--- src/rtl/clock_div_detector.sv ---
// Recovers the power-of-2 divide code (period 4..512 clk cycles) of an asynchronous clk_in.
// Optional 50% duty qualification is enabled by defining CLOCK_DIV_DETECTOR_DUTY_CHECK_EN.
module clock_div_detector #(
    parameter int unsigned SYNC_STAGES = 2,
    parameter int unsigned LOCK_COUNT  = 2,
    parameter int unsigned CNT_W       = 10
) (
    input  logic             clk,
    input  logic             rst_,
    input  logic             en,
    input  logic             clk_in,
    output logic [2:0]       div_code,
    output logic             locked,
    output logic [CNT_W-1:0] period,
    output logic             err,
    output logic             stall
);
    localparam int unsigned PW      = CNT_W + 1;
    localparam int unsigned MW      = 4;
    localparam int unsigned TIMEOUT = 512;

    typedef enum logic [1:0] {IDLE, ALIGN, MEASURE, LOCKED} state_t;

    state_t                 state, state_n;
    logic [SYNC_STAGES-1:0] sync_q;
    logic                   sync_d;
    logic                   rise;
    logic [CNT_W-1:0]       cnt, cnt_n;
    logic [PW-1:0]          p_meas;
    logic                   p_pow2;
    logic [2:0]             p_code;
    logic                   p_ok;
    logic                   timeout;
    logic [MW-1:0]          match, match_n;
    logic [2:0]             candidate, candidate_n, div_code_n;
    logic                   locked_n, err_n, stall_n;
    logic [CNT_W-1:0]       period_n;

    // Synchronizer plus one extra flop for edge detection
    always_ff @(posedge clk or negedge rst_) begin
        if (!rst_) begin
            sync_q <= '0;
            sync_d <= 1'b0;
        end else begin
            sync_q <= {sync_q[SYNC_STAGES-2:0], clk_in};
            sync_d <= sync_q[SYNC_STAGES-1];
        end
    end

    assign rise    = sync_q[SYNC_STAGES-1] & ~sync_d;
    assign p_meas  = PW'(cnt) + PW'(1);
    // Next count would reach 512 without a rise; a rise always wins
    assign timeout = (cnt == CNT_W'(TIMEOUT - 1)) && !rise;

    always_comb begin
        p_pow2 = 1'b0;
        p_code = '0;
        for (int k = 0; k < 8; k++) begin
            if (p_meas == (PW'(4) << k)) begin
                p_pow2 = 1'b1;
                p_code = 3'(k);
            end
        end
    end

`ifdef CLOCK_DIV_DETECTOR_DUTY_CHECK_EN
    logic          fall;
    logic          fall_seen;
    logic [PW-1:0] high_q;

    assign fall = ~sync_q[SYNC_STAGES-1] & sync_d;

    // High time is the count from the last rise up to and including the fall cycle
    always_ff @(posedge clk or negedge rst_) begin
        if (!rst_) begin
            fall_seen <= 1'b0;
            high_q    <= '0;
        end else if (rise) begin
            fall_seen <= 1'b0;
        end else if (fall) begin
            fall_seen <= 1'b1;
            high_q    <= p_meas;
        end
    end

    assign p_ok = p_pow2 && fall_seen && ({high_q, 1'b0} == {1'b0, p_meas});
`else
    assign p_ok = p_pow2;
`endif

    always_ff @(posedge clk or negedge rst_) begin
        if (!rst_) begin
            state     <= IDLE;
            cnt       <= '0;
            match     <= '0;
            candidate <= '0;
            div_code  <= '0;
            locked    <= 1'b0;
            period    <= '0;
            err       <= 1'b0;
            stall     <= 1'b0;
        end else begin
            state     <= state_n;
            cnt       <= cnt_n;
            match     <= match_n;
            candidate <= candidate_n;
            div_code  <= div_code_n;
            locked    <= locked_n;
            period    <= period_n;
            err       <= err_n;
            stall     <= stall_n;
        end
    end

    always_comb begin
        state_n     = state;
        cnt_n       = cnt;
        match_n     = match;
        candidate_n = candidate;
        div_code_n  = div_code;
        locked_n    = locked;
        period_n    = period;
        err_n       = 1'b0;
        stall_n     = stall;

        if (rise) begin
            cnt_n   = '0;
            stall_n = 1'b0;
        end else if (cnt != '1) begin
            cnt_n = cnt + CNT_W'(1);
        end

        case (state)
            IDLE: begin
                cnt_n    = '0;
                locked_n = 1'b0;
                stall_n  = 1'b0;
                if (en) state_n = ALIGN;
            end
            ALIGN: begin
                if (rise) begin
                    match_n = '0;
                    state_n = MEASURE;
                end
            end
            MEASURE: begin
                if (rise) begin
                    period_n = CNT_W'(p_meas);
                    if (!p_ok) begin
                        err_n   = 1'b1;
                        match_n = '0;
                    end else begin
                        if (p_code == candidate) begin
                            match_n = match + MW'(1);
                        end else begin
                            candidate_n = p_code;
                            match_n     = MW'(1);
                        end
                        if (match_n >= MW'(LOCK_COUNT)) begin
                            div_code_n = candidate_n;
                            locked_n   = 1'b1;
                            state_n    = LOCKED;
                        end
                    end
                end else if (timeout) begin
                    err_n    = 1'b1;
                    stall_n  = 1'b1;
                    locked_n = 1'b0;
                    state_n  = ALIGN;
                end
            end
            LOCKED: begin
                if (rise) begin
                    period_n = CNT_W'(p_meas);
                    if (!(p_ok && (p_code == div_code))) begin
                        err_n    = 1'b1;
                        locked_n = 1'b0;
                        state_n  = MEASURE;
                        if (p_ok) begin
                            candidate_n = p_code;
                            match_n     = MW'(1);
                        end else begin
                            match_n = '0;
                        end
                    end
                end else if (timeout) begin
                    err_n    = 1'b1;
                    stall_n  = 1'b1;
                    locked_n = 1'b0;
                    state_n  = ALIGN;
                end
            end
            default: state_n = IDLE;
        endcase

        // Disable overrides everything; div_code is deliberately kept
        if (!en) begin
            state_n  = IDLE;
            cnt_n    = '0;
            match_n  = '0;
            locked_n = 1'b0;
            stall_n  = 1'b0;
            err_n    = 1'b0;
            period_n = '0;
        end
    end
endmodule

--- config.mk ---
export PLATFORM = sky130hd
export DESIGN_NAME = clock_div_detector
export DESIGN_NICKNAME = d
export VERILOG_FILES = /design/src/rtl/clock_div_detector.sv
export SDC_FILE = /design/constraint.sdc
export NUM_CORES = 1
export LEC_CHECK = 0
export ABC_AREA = 1
export CELL_PAD_IN_SITES_DETAIL_PLACEMENT = 0
export CELL_PAD_IN_SITES_GLOBAL_PLACEMENT = 2
export CORE_UTILIZATION = 34
export CTS_BUF_LIST = sky130_fd_sc_hd__clkbuf_8
export CTS_CLUSTER_DIAMETER = 40
export DETAILED_ROUTE_END_ITERATION = 16
export PLACE_DENSITY = 0.88
export SLEW_MARGIN = 5
export SYNTH_ARGS = -nofsm -noshare
export SYNTH_HDL_FRONTEND = slang
export SYNTH_SLANG_ARGS = --single-unit
--- constraint.sdc ---
create_clock -name clk -period 2.8 [get_ports clk]
set_clock_uncertainty 0.15 [all_clocks]
set_input_delay 0.7 -clock clk [delete_from_list [all_inputs] [get_ports clk]]
set_output_delay 0.7 -clock clk [all_outputs]
set_load 0.1 [all_outputs]
==> impl_metrics.ini, run 1 <==
[floorplan]
die_height_um = 85.1
die_area_um2 = 7240
placementRows = 29
core_area_um2 = 6490
io-pin-count = 20
die_x_um = 85.1
initial_utilization = 0.362

[place]
place_inst = 439
post-dp-hpwl_um = 4710
io_buffer_count = 19
pre_cts_setup_slack_ns = 0.0416
gpl.final_weighted_congestion = 0.783

[job]
drv.max_cap_violation_count = 0

[drt]
wl_per_cell_um = 14.4
drt_pre_antenna_iters = 4
drt_iter0_drc = 95
drcViolationCount = 0
drt.antenna.violating_nets = 0
totalWireLength_um = 6530
via_count = 2315
viasPerCell = 5.09

[setup_path]
critPathCaptureType = flop
crit_path_max_fanout = 6
cp.arrival_ns = 2.84
worst-endpoint-required_ns = 2.87
startpoint_type = flop
worst-setup-path-type = reg -> reg
reg2regPathDepth = 17

[global_route]
via_count_of_the_first_global_routing_pass = 2108
groute.usage.overall = 0.188
antenna_found_initial = 0
grt_remaining_overflow = 0
grt_start_max_net_pins = 39
wire_length_of_the_first_global_routing_pass_um = 10600

[clocking]
worst_skew_pair.late_latency_ns = 0.30
clkSlewWorstSetupHoldPaths_ns = 0.08
cts_hold_repair.buffers = 0
htree_num_levels = 2
cts_buffer_depth = 2
clock_tree_from_tritoncts = yes
clock_sink_count = 38
numCtsBuffers = 5
clock-root-buffer = sky130_fd_sc_hd__clkbuf_8

[layout]
sequential_cell_area_um2 = 952
final.fill_count = 653
layout-drive-gt1-share = 0.347
ant_diodes = 0
final_nets = 384
layout-area-overhead-vs-synth_pct = 35.7
multi_input_comb_area_um2 = 1460
final_std_cells_w_o_fill = 455

[synthesis]
syn-cell-area_um2 = 2350
synth_simple_gate_area_frac = 0.377
synth_sequential_area_ratio = 0.405
main_combinational_cell_family_by_area_after_synthesis = simple AND/OR/NAND/NOR gates
number_of_distinct_library_cells_after_synthesis = 34
ys_ff_latch = 38
syn_area_per_cell_um2 = 7.18
synth_xor_xnor_area_share = 0.00746
synth_compound_area_frac = 0.115
synth-warning-count = 0
syn_inst = 327
post_synth_fa_ha_maj_area_fraction = 0.0160
synth.mux.area_fraction = 0
syn-num-nets = 334

[power]
p_total_uw = 1420
worst_ir_drop_vdd_v = 0.000207
power_per_cell_area_nw_per_um2 = 446
static-leakage-power_uw = 0.00158

[timing]
grt_setup_unrepaired = true
max_slew.worst_pin.slew_ns = 0.855
report.final.slew_viol_count = 0
period_utilisation_layout = 0.990
max-slew-margin-rel = 0.430
final_worst_setup_slack_ns = 0.0290
fmaxAchievable_ghz = 0.361
finalHoldViolCount = 0
setup_violations = 0
fin_crit_ns = 2.77

[outcome]
status = finished, final reports clean

[hold_path]
hold_path_depth = 0
worst_hold_path_type = reg -> reg
-- cells in the mapped netlist --
library cell               number  share of area
sky130_fd_sc_hd__nand2_1       89           0.14
sky130_fd_sc_hd__inv_1         42          0.067
sky130_fd_sc_hd__nand3_1       39          0.083
sky130_fd_sc_hd__dfrtp_1       38           0.40
sky130_fd_sc_hd__nor2_1        29          0.046
sky130_fd_sc_hd__o21ai_0       19          0.040
sky130_fd_sc_hd__a21oi_1       11          0.023
sky130_fd_sc_hd__nor2_2         8          0.021
sky130_fd_sc_hd__nand2_2        7          0.019
sky130_fd_sc_hd__nand4_1        4          0.011
sky130_fd_sc_hd__nor2_4         4          0.019
sky130_fd_sc_hd__clkbuf_1       3         0.0048
sky130_fd_sc_hd__ha_1           3          0.016
sky130_fd_sc_hd__inv_2          3         0.0048
sky130_fd_sc_hd__o21ai_1        3         0.0064
sky130_fd_sc_hd__o31ai_1        3         0.0096
sky130_fd_sc_hd__nand3_2        2         0.0085
sky130_fd_sc_hd__nor3_1         2         0.0043
sky130_fd_sc_hd__o22ai_1        2         0.0053
sky130_fd_sc_hd__xor2_1         2         0.0075
sky130_fd_sc_hd__a21o_1         1         0.0032
sky130_fd_sc_hd__a21oi_2        1         0.0037
sky130_fd_sc_hd__a221oi_1       1         0.0037
sky130_fd_sc_hd__buf_1          1         0.0016
sky130_fd_sc_hd__clkinv_1       1         0.0016
sky130_fd_sc_hd__nand3b_1       1         0.0032
sky130_fd_sc_hd__nand3b_4       1         0.0085
sky130_fd_sc_hd__nand4_2        1         0.0053
sky130_fd_sc_hd__nor3b_1        1         0.0032
sky130_fd_sc_hd__nor4_1         1         0.0027
sky130_fd_sc_hd__o211ai_1       1         0.0032
sky130_fd_sc_hd__o211ai_2       1         0.0053
sky130_fd_sc_hd__o21ai_4        1         0.0069
sky130_fd_sc_hd__o21bai_1       1         0.0032
-- layout by cell type, fill, tap and decap left out, types with 3 or more instances in the layout --
| cell | netlist | layout |
|---|---|---|
| sky130_fd_sc_hd__o31ai_2 | 0 | 3 |
| sky130_fd_sc_hd__dfrtp_1 | 38 | 37 |
| sky130_fd_sc_hd__nand2_2 | 7 | 28 |
| sky130_fd_sc_hd__buf_4 | 0 | 42 |
| sky130_fd_sc_hd__nand3_1 | 39 | 31 |
| sky130_fd_sc_hd__a21oi_2 | 1 | 4 |
| sky130_fd_sc_hd__nor2_4 | 4 | 13 |
| sky130_fd_sc_hd__nand2_4 | 0 | 3 |
| sky130_fd_sc_hd__clkbuf_8 | 0 | 5 |
| sky130_fd_sc_hd__o21ai_0 | 19 | 18 |
| sky130_fd_sc_hd__o21ai_1 | 3 | 4 |
| sky130_fd_sc_hd__inv_1 | 42 | 42 |
| sky130_fd_sc_hd__nand3_2 | 2 | 8 |
| sky130_fd_sc_hd__nor2_1 | 29 | 20 |
| sky130_fd_sc_hd__a21oi_1 | 11 | 8 |
| sky130_fd_sc_hd__nand2_1 | 89 | 65 |
| sky130_fd_sc_hd__nor2_2 | 8 | 8 |
| sky130_fd_sc_hd__nand4_1 | 4 | 4 |
-- sequential cells by signal (all words and copies together) (netlist names), 2 cells and up --
signal and count:
cnt 10, period 10, match 4, candidate 3, div_code 3, state 2, sync_q 2
-- path summary, 6_finish.rpt --
path                                      to  slack [ns]       from
worst max-delay path            candidate[1]        0.03     cnt[1]
worst max register to register  candidate[1]        0.03     cnt[1]
min in group asynchronous           state[1]        0.36       rst_
max in group asynchronous             cnt[2]        1.55       rst_
worst min-delay path               sync_q[1]        0.21  sync_q[0]
worst min register to register     sync_q[1]        0.21  sync_q[0]
-- timing repair --
action | 4_1_cts | 5_1_grt
setup buffers | 0 | 8
gates resized for setup | 0 | 70
endpoints found under the setup margin | 0 | 13
-- cell families after synthesis --
logic type,count (synthesis)
DFF,38
AOI/OAI and AO/OA,45
xor gates and xnor gates,2
and+or+nand+nor,189
buffers and inverters,50
adders and majority gates,3
-- stage by stage --
stage	hold slack [ns]	utilization	TNS, ns	area, um^2
2_1_floorplan	0.181	-	0	2350
4_1_cts	0.219	0.441	0	2860
3_5_place_dp	0.186	0.420	0	2730
5_1_grt	0.226	0.491	-1.44	3190
3_3_place_gp	0.200	0.420	0	2730
6_report	0.213	0.491	0	3190
-- worst max-delay path, cell delays in order (launching register included) --
cell and delay (ns):
sky130_fd_sc_hd__dfrtp_1 0.42, sky130_fd_sc_hd__ha_4 0.19, sky130_fd_sc_hd__nand2_4 0.06, sky130_fd_sc_hd__nor2_4 0.20
sky130_fd_sc_hd__nand3_1 0.17, sky130_fd_sc_hd__nand2_4 0.14, sky130_fd_sc_hd__nand2_2 0.07, sky130_fd_sc_hd__nor2_2 0.14
sky130_fd_sc_hd__nor2_1 0.06, sky130_fd_sc_hd__nand2_1 0.13, sky130_fd_sc_hd__nand3_2 0.13, sky130_fd_sc_hd__nand2_1 0.09
sky130_fd_sc_hd__nand2_1 0.05, sky130_fd_sc_hd__inv_1 0.12, sky130_fd_sc_hd__nand2_2 0.09, sky130_fd_sc_hd__o211ai_4 0.29
sky130_fd_sc_hd__nor2_1 0.07, sky130_fd_sc_hd__a21oi_1 0.13
-- report_power, final --
part | internal (uW) | total (uW) | switching (uW)
Combinational | 64.3 | 231 | 166
Sequential | 572 | 609 | 36.8
Clock | 357 | 582 | 225
-- final cells by class --
class                   count  share of cell area
multi-input cells         239               0.459
flip-flops and latches     38               0.299
repair buffers             47               0.114
inverters                  46              0.0549
well taps                  77              0.0302
clock buffers               5              0.0216
clock inverters             3              0.0216
-- layer usage --
metal	up-vias	wire, um	GRT usage
met5	-	0	0
li1	1152	-	-
met2	37	3040	0.290
met4	0	55	0.0508
met1	1120	3200	0.273
met3	6	240	0.0292
No activity file was read; power rests on OpenSTA's default activity.
==> run 2, diff against run 1 <==
Settings changed: CELL_PAD_IN_SITES_DETAIL_PLACEMENT 0 to not set, CELL_PAD_IN_SITES_GLOBAL_PLACEMENT 2 to not set, CORE_UTILIZATION 34 to 60, CTS_CLUSTER_DIAMETER 40 to not set, PLACE_DENSITY 0.88 to 0.89.
==> run 2 against run 1 <==
The run now ends with negative setup slack left; setup slack got worse by 0.13 ns; final area decreased by 6.3%; sequential power hardly changed; die area decreased by 42%; fmax is 4.6% lower; combinational power about the same; worst hold slack got worse by 0.0077 ns; power down 16%.
==> impl_metrics.ini, run 2 (synthesis results as in run 1) <==
[outcome]
status = complete, but fails checks
failed_checks = negative setup slack

[setup_path]
worst-setup-path-type = reg -> reg
timing.critical_path.slowest_stage_cell = sky130_fd_sc_hd__dfrtp_1
critPathCaptureType = flop
reg2reg_setup_slack_ns = -0.11
cell_with_the_most_instances_on_the_worst_path = sky130_fd_sc_hd__nand2_1
worstReg2RegStart = cnt[1]
startpoint_type = flop
path_buf_inv = 2
reg2regPathDepth = 17
timing.critical_path.cells = ha_2 > nand2_2 > nor2_4 > nand3_2 > nand2_2 > inv_2 > nor2_2 > inv_1 > a21oi_1 > nor2_1 > nand2_1 > nand2_1 > nor2_2 > nand2_1 > o211ai_4 > nor2_1 > a21oi_1
worst-endpoint-required_ns = 2.86
crit_path_max_fanout = 6
crit_family = simple AND/OR/NAND/NOR gates
cp.arrival_ns = 2.97
r2r_path_end = candidate[1]
cpPeakStageDelay_ns = 0.36

[power]
p_int_uw = 803
power_per_cell_area_nw_per_um2 = 401
worst_ir_drop_vdd_v = 0.000225
total_switching_power_uw = 396
power_switching_share = 0.330
clock_power_share = 0.298
p_comb_frac = 0.195
seqPwrFrac = 0.507
static-leakage-power_uw = 0.00155

[drt]
drt_iter0_drc = 314
drt.antenna.violating_nets = 0
drt_pre_antenna_iters = 5
drcViolationCount = 0
wl_per_cell_um = 16.1
via_count = 2511
viasPerCell = 5.96
totalWireLength_um = 6790

[layout]
layout-drive-gt1-share = 0.324
layout-area-overhead-vs-synth_pct = 27.2
final.fill_count = 243
core_utilization_of_the_finished_layout = 0.804
ant_diodes = 0
leading_registers_by_flop_count = cnt x10, period x10, match x4
final_nets = 380
final_common_cell = sky130_fd_sc_hd__nand2_1
mostFrequentLayoutCells = 65 x sky130_fd_sc_hd__nand2_1, 42 x sky130_fd_sc_hd__inv_1, 38 x sky130_fd_sc_hd__buf_4

[global_route]
via_count_of_the_first_global_routing_pass = 2148
grt_remaining_overflow = 0
groute.usage.overall = 0.298
grt_start_max_net_pins = 39
wire_length_of_the_first_global_routing_pass_um = 9540
antenna_found_initial = 0

[floorplan]
die_height_um = 64.6
core_area_um2 = 3720
die_area_um2 = 4170
io-pin-count = 20
die_x_um = 64.6
placementRows = 22
initial_utilization = 0.632

[timing]
setup_violations = 9
max-slew-margin-rel = 0.432
fin_tns_setup_ns = -0.455
grt_setup_unrepaired = true
final_worst_setup_slack_ns = -0.105
report.final.slew_viol_count = 0
max_slew.worst_pin.slew_ns = 0.852
fin_crit_ns = 2.91
whs_ns = 0.205
fmaxAchievable_ghz = 0.344
period_utilisation_layout = 1.04
finalHoldViolCount = 0

[clocking]
cts_hold_repair.buffers = 0
clkSlewWorstSetupHoldPaths_ns = 0.08
numCtsBuffers = 5
htree_num_levels = 2
cts_buffer_depth = 2
clock_sink_count = 38
worst_skew_pair.late_latency_ns = 0.29
clock_tree_from_tritoncts = yes
clock-root-buffer = sky130_fd_sc_hd__clkbuf_8

[job]
drv.max_cap_violation_count = 0

[hold_path]
hold_path_depth = 0
hp-start = sync_q[0]
worst_hold_path_type = reg -> reg
worstHoldEndpoint = sync_q[1]

[place]
gpl.final_weighted_congestion = 0.925
post-dp-hpwl_um = 4180
pre_cts_setup_slack_ns = 0.0453
io_buffer_count = 19
-- run 2: changes by cell type in the layout (fill, tap and decap cells not counted), sizes merged --
cell	change
inv	+1
bufinv	-2
buf	-4
-- run 2: cell type report --
class	instances	area, um^2	area share
multi-input combinational	239	1390	0.464
sequential	38	953	0.319
timing repair buffer	43	333	0.111
inverter	46	175	0.0586
clock buffer	5	68.8	0.0230
tap	48	60.1	0.0201
clock inverter	2	10.0	0.00335
-- run 2: routing by layer --
layer / share of wire / track usage / up-vias / routed length [um]
met2: 0.47 / 0.447 / 155 / 3190
met1: 0.39 / 0.421 / 1173 / 2670
met4: 0.038 / 0.103 / 0 / 255
met5: 0 / 0 / - / 0
li1: - / - / 1153 / -
met3: 0.099 / 0.0704 / 30 / 672
-- run 2: worst max path at each step --
stage | cells after the start | start | slack (ns) | to
2_1_floorplan | 20 | cnt[0] | 0.28 | locked
3_3_place_gp | 18 | cnt[0] | 0.13 | div_code[0]
3_5_place_dp | 22 | cnt[1] | 0.05 | locked
4_1_cts | 20 | cnt[1] | 0.03 | locked
5_1_grt | 17 | cnt[1] | -0.24 | candidate[1]
6_report | 17 | cnt[1] | -0.11 | candidate[1]
-- run 2: timing repair --
action / CTS / global route
setup endpoints to repair: 0 / 12
buffers inserted: 0 / 11
resized for setup: 0 / 56
-- run 2: stage by stage --
step	area, um^2	cells	total power, uW
6_report	2990	421	1200
5_1_grt	2990	421	1250
4_1_cts	2720	410	1180
3_5_place_dp	2640	403	830
3_3_place_gp	2640	403	820
2_1_floorplan	2350	327	753
-- run 2: power by group through the flow --
stage               combinational [uW]  clock (uW)  sequential (uW)
finish                             234         357              607
global placement                   211           0              610
CTS                                218         363              601
global route                       257         386              609
floorplan                          122           0              631
detailed placement                 217           0              612
==> run 3, diff against run 2 <==
Settings changed: ABC_AREA 1 to not set, TNS_END_PERCENT set to 5.
==> run 3 against run 2 <==
First-iteration DRC count shrank 20%; final area grew 17%; critical path depth shrank 5; setup slack lost 0.25 ns; power grew 0.16%; combinational power shrank 46%; critical endpoint is now locked; clock power grew 41%; the flow still finishes with violations (negative setup slack); critical path type unchanged.
==> impl_metrics.ini, run 3 <==
[layout]
sequential_cell_area_um2 = 957
layout.cell_area.non_filler_um2 = 3500
layout-area-overhead-vs-synth_pct = 36.7
layout-drive-gt1-share = 0.432
multi_input_comb_area_um2 = 1640
mostFrequentLayoutCells = 82 x sky130_fd_sc_hd__buf_4, 33 x sky130_fd_sc_hd__dfrtp_1, 29 x sky130_fd_sc_hd__nand2_1
ant_diodes = 0
final.fill_count = 154
core_utilization_of_the_finished_layout = 0.863
final_common_cell = sky130_fd_sc_hd__buf_4
leading_registers_by_flop_count = cnt x10, period x10, match x4
final_nets = 352
final_std_cells_w_o_fill = 395

[synthesis]
syn_area_per_cell_um2 = 9.60
synth-edff-count = 0
ys_ff_latch = 38
share_of_yosys_cell_area_claimed_by_the_top_area_cell_type = 0.371
syn-num-nets = 274
synth-warning-count = 0
ys_top_cells_by_area = sky130_fd_sc_hd__dfrtp_1 37%, sky130_fd_sc_hd__nand2_1 4.2%, sky130_fd_sc_hd__o211a_1 3.9%
number_of_distinct_library_cells_after_synthesis = 68
postSynth.asyncResetShare = 1.00
yosys.area.top_type = sky130_fd_sc_hd__dfrtp_1
syn-cell-area_um2 = 2560
synth_most_common_cell = sky130_fd_sc_hd__dfrtp_1
synth.cells.most_frequent = 38 x sky130_fd_sc_hd__dfrtp_1, 29 x sky130_fd_sc_hd__nand2_1, 16 x sky130_fd_sc_hd__a21oi_1
syn_inst = 267
synth_sequential_area_ratio = 0.371
yosys_most_used_dff = sky130_fd_sc_hd__dfrtp_1

[global_route]
grt_remaining_overflow = 0
wire_length_of_the_first_global_routing_pass_um = 12100
antenna_found_initial = 0
via_count_of_the_first_global_routing_pass = 2470
grt_start_max_net_pins = 26
groute.usage.overall = 0.368

[drt]
drt_iter0_drc = 252
viasPerCell = 6.86
drt.antenna.violating_nets = 0
topRoutingLayerUsed = met4
drt_pre_antenna_iters = 5
totalWireLength_um = 8960
via_count = 2710
routed_length_on_met3_um = 769
detailroute.wirelength.met2_um = 4280
drcViolationCount = 0
wl_per_cell_um = 22.7
wire_length_on_met1_um = 3430

[power]
p_total_uw = 1200
worst_ir_drop_vdd_v = 0.000384
static-leakage-power_uw = 0.00165
power_per_cell_area_nw_per_um2 = 343

[floorplan]
initial_utilization = 0.632
die_x_um = 67.4
placementRows = 23
core_area_um2 = 4060
die_height_um = 67.4
die_area_um2 = 4540
io-pin-count = 20

[setup_path]
startpoint_type = flop
worst-endpoint-required_ns = 2.81
cp.arrival_ns = 3.16
worst-setup-path-type = reg -> reg
crit_path_max_fanout = 4
critPathCaptureType = flop

[timing]
report.final.slew_viol_count = 0
grt_setup_unrepaired = true
max-slew-margin-rel = 0.450
max_slew.worst_pin.slew_ns = 0.816
final_worst_setup_slack_ns = -0.355
fin_crit_ns = 3.16
fin_tns_setup_ns = -2.81
setup_violations = 13
finalHoldViolCount = 0
fmaxAchievable_ghz = 0.317
period_utilisation_layout = 1.13

[clocking]
htree_num_levels = 2
clkSlewWorstSetupHoldPaths_ns = 0.09
cts_buffer_depth = 2
clock-root-buffer = sky130_fd_sc_hd__clkbuf_8
numCtsBuffers = 5
worst_skew_pair.late_latency_ns = 0.31
clock_sink_count = 38
clock_tree_from_tritoncts = yes

[outcome]
failed_checks = negative setup slack
status = complete, but fails checks

[job]
drv.max_cap_violation_count = 0

[place]
gpl.final_weighted_congestion = 0.939
place_inst = 373
io_buffer_count = 19
post_dp_cell_area_um2 = 3130
post-dp-hpwl_um = 4860

[hold_path]
worst_hold_path_type = in -> async
-- run 3: layout make-up --
| type | count | area share |
|---|---|---|
| Inverter | 10 | 0.0107 |
| Tap cell | 50 | 0.0179 |
| Sequential cell | 38 | 0.273 |
| Timing Repair Buffer | 90 | 0.199 |
| Clock inverter | 1 | 0.00857 |
| Clock buffer | 6 | 0.0236 |
| Multi-Input combinational cell | 200 | 0.467 |
-- run 3: timing repair --
item / in CTS / in global routing
hold buffers: 0 / 0
resized for setup: 16 / 18
buffers inserted: 10 / 5
pin swaps: 14 / 16
endpoints found under the setup margin: 13 / 13
-- run 3: final timing paths --
path | from | to | slack, ns | depth (start not counted)
max | cnt[0] | locked | -0.36 | 12
min | rst_ | div_code[2] | 0.24 | 1
max reg2reg | cnt[0] | locked | -0.36 | 12
min reg2reg | sync_q[0] | sync_q[1] | 0.26 | 0
max in group asynchronous | rst_ | sync_d | 1.71 | 2
min in group clk | sync_q[0] | sync_q[1] | 0.26 | 0
-- run 3: per-stage QoR --
step	hold slack (ns)	setup slack [ns]
2_1_floorplan	0.181	-0.00456
3_3_place_gp	0.190	-0.184
3_5_place_dp	0.220	-0.197
4_1_cts	0.236	-0.167
5_1_grt	0.257	-0.401
6_report	0.235	-0.355
-- run 3: logic make-up after synthesis --
family / after synthesis / share of synthesized area
AO/OA/AOI/OAI: 81 / 0.251
XOR/XNOR: 14 / 0.0698
adder cells (fa/ha/maj): 3 / 0.0146
buffers and inverters: 29 / 0.0518
flip-flops: 38 / 0.371
multiplexers: 5 / 0.0220
AND/OR/NAND/NOR: 97 / 0.220
-- run 3: layer usage --
metal,GRT usage,up-vias
met4,0.125,0
met3,0.0676,59
met2,0.623,217
met5,0,-
li1,-,1129
met1,0.471,1305
-- run 3: critical path: stages (launching register included) --
cell and delay [ns]:
sky130_fd_sc_hd__dfrtp_2 0.46, sky130_fd_sc_hd__buf_4 0.17, sky130_fd_sc_hd__ha_1 0.23, sky130_fd_sc_hd__and3_1 0.22, sky130_fd_sc_hd__a31oi_2 0.30, sky130_fd_sc_hd__nor2b_1 0.15
sky130_fd_sc_hd__o211ai_2 0.10, sky130_fd_sc_hd__a21boi_4 0.31, sky130_fd_sc_hd__xor2_2 0.22, sky130_fd_sc_hd__nand3_2 0.10, sky130_fd_sc_hd__buf_4 0.16, sky130_fd_sc_hd__o21ai_0 0.28
sky130_fd_sc_hd__o211ai_1 0.18
-- run 3: report_power, final --
group / total [uW] / switching [uW] / internal (uW)
Clock: 504 / 218 / 286
Sequential: 571 / 13.5 / 557
Combinational: 126 / 84.0 / 42.0
Total: 1200 / 316 / 885
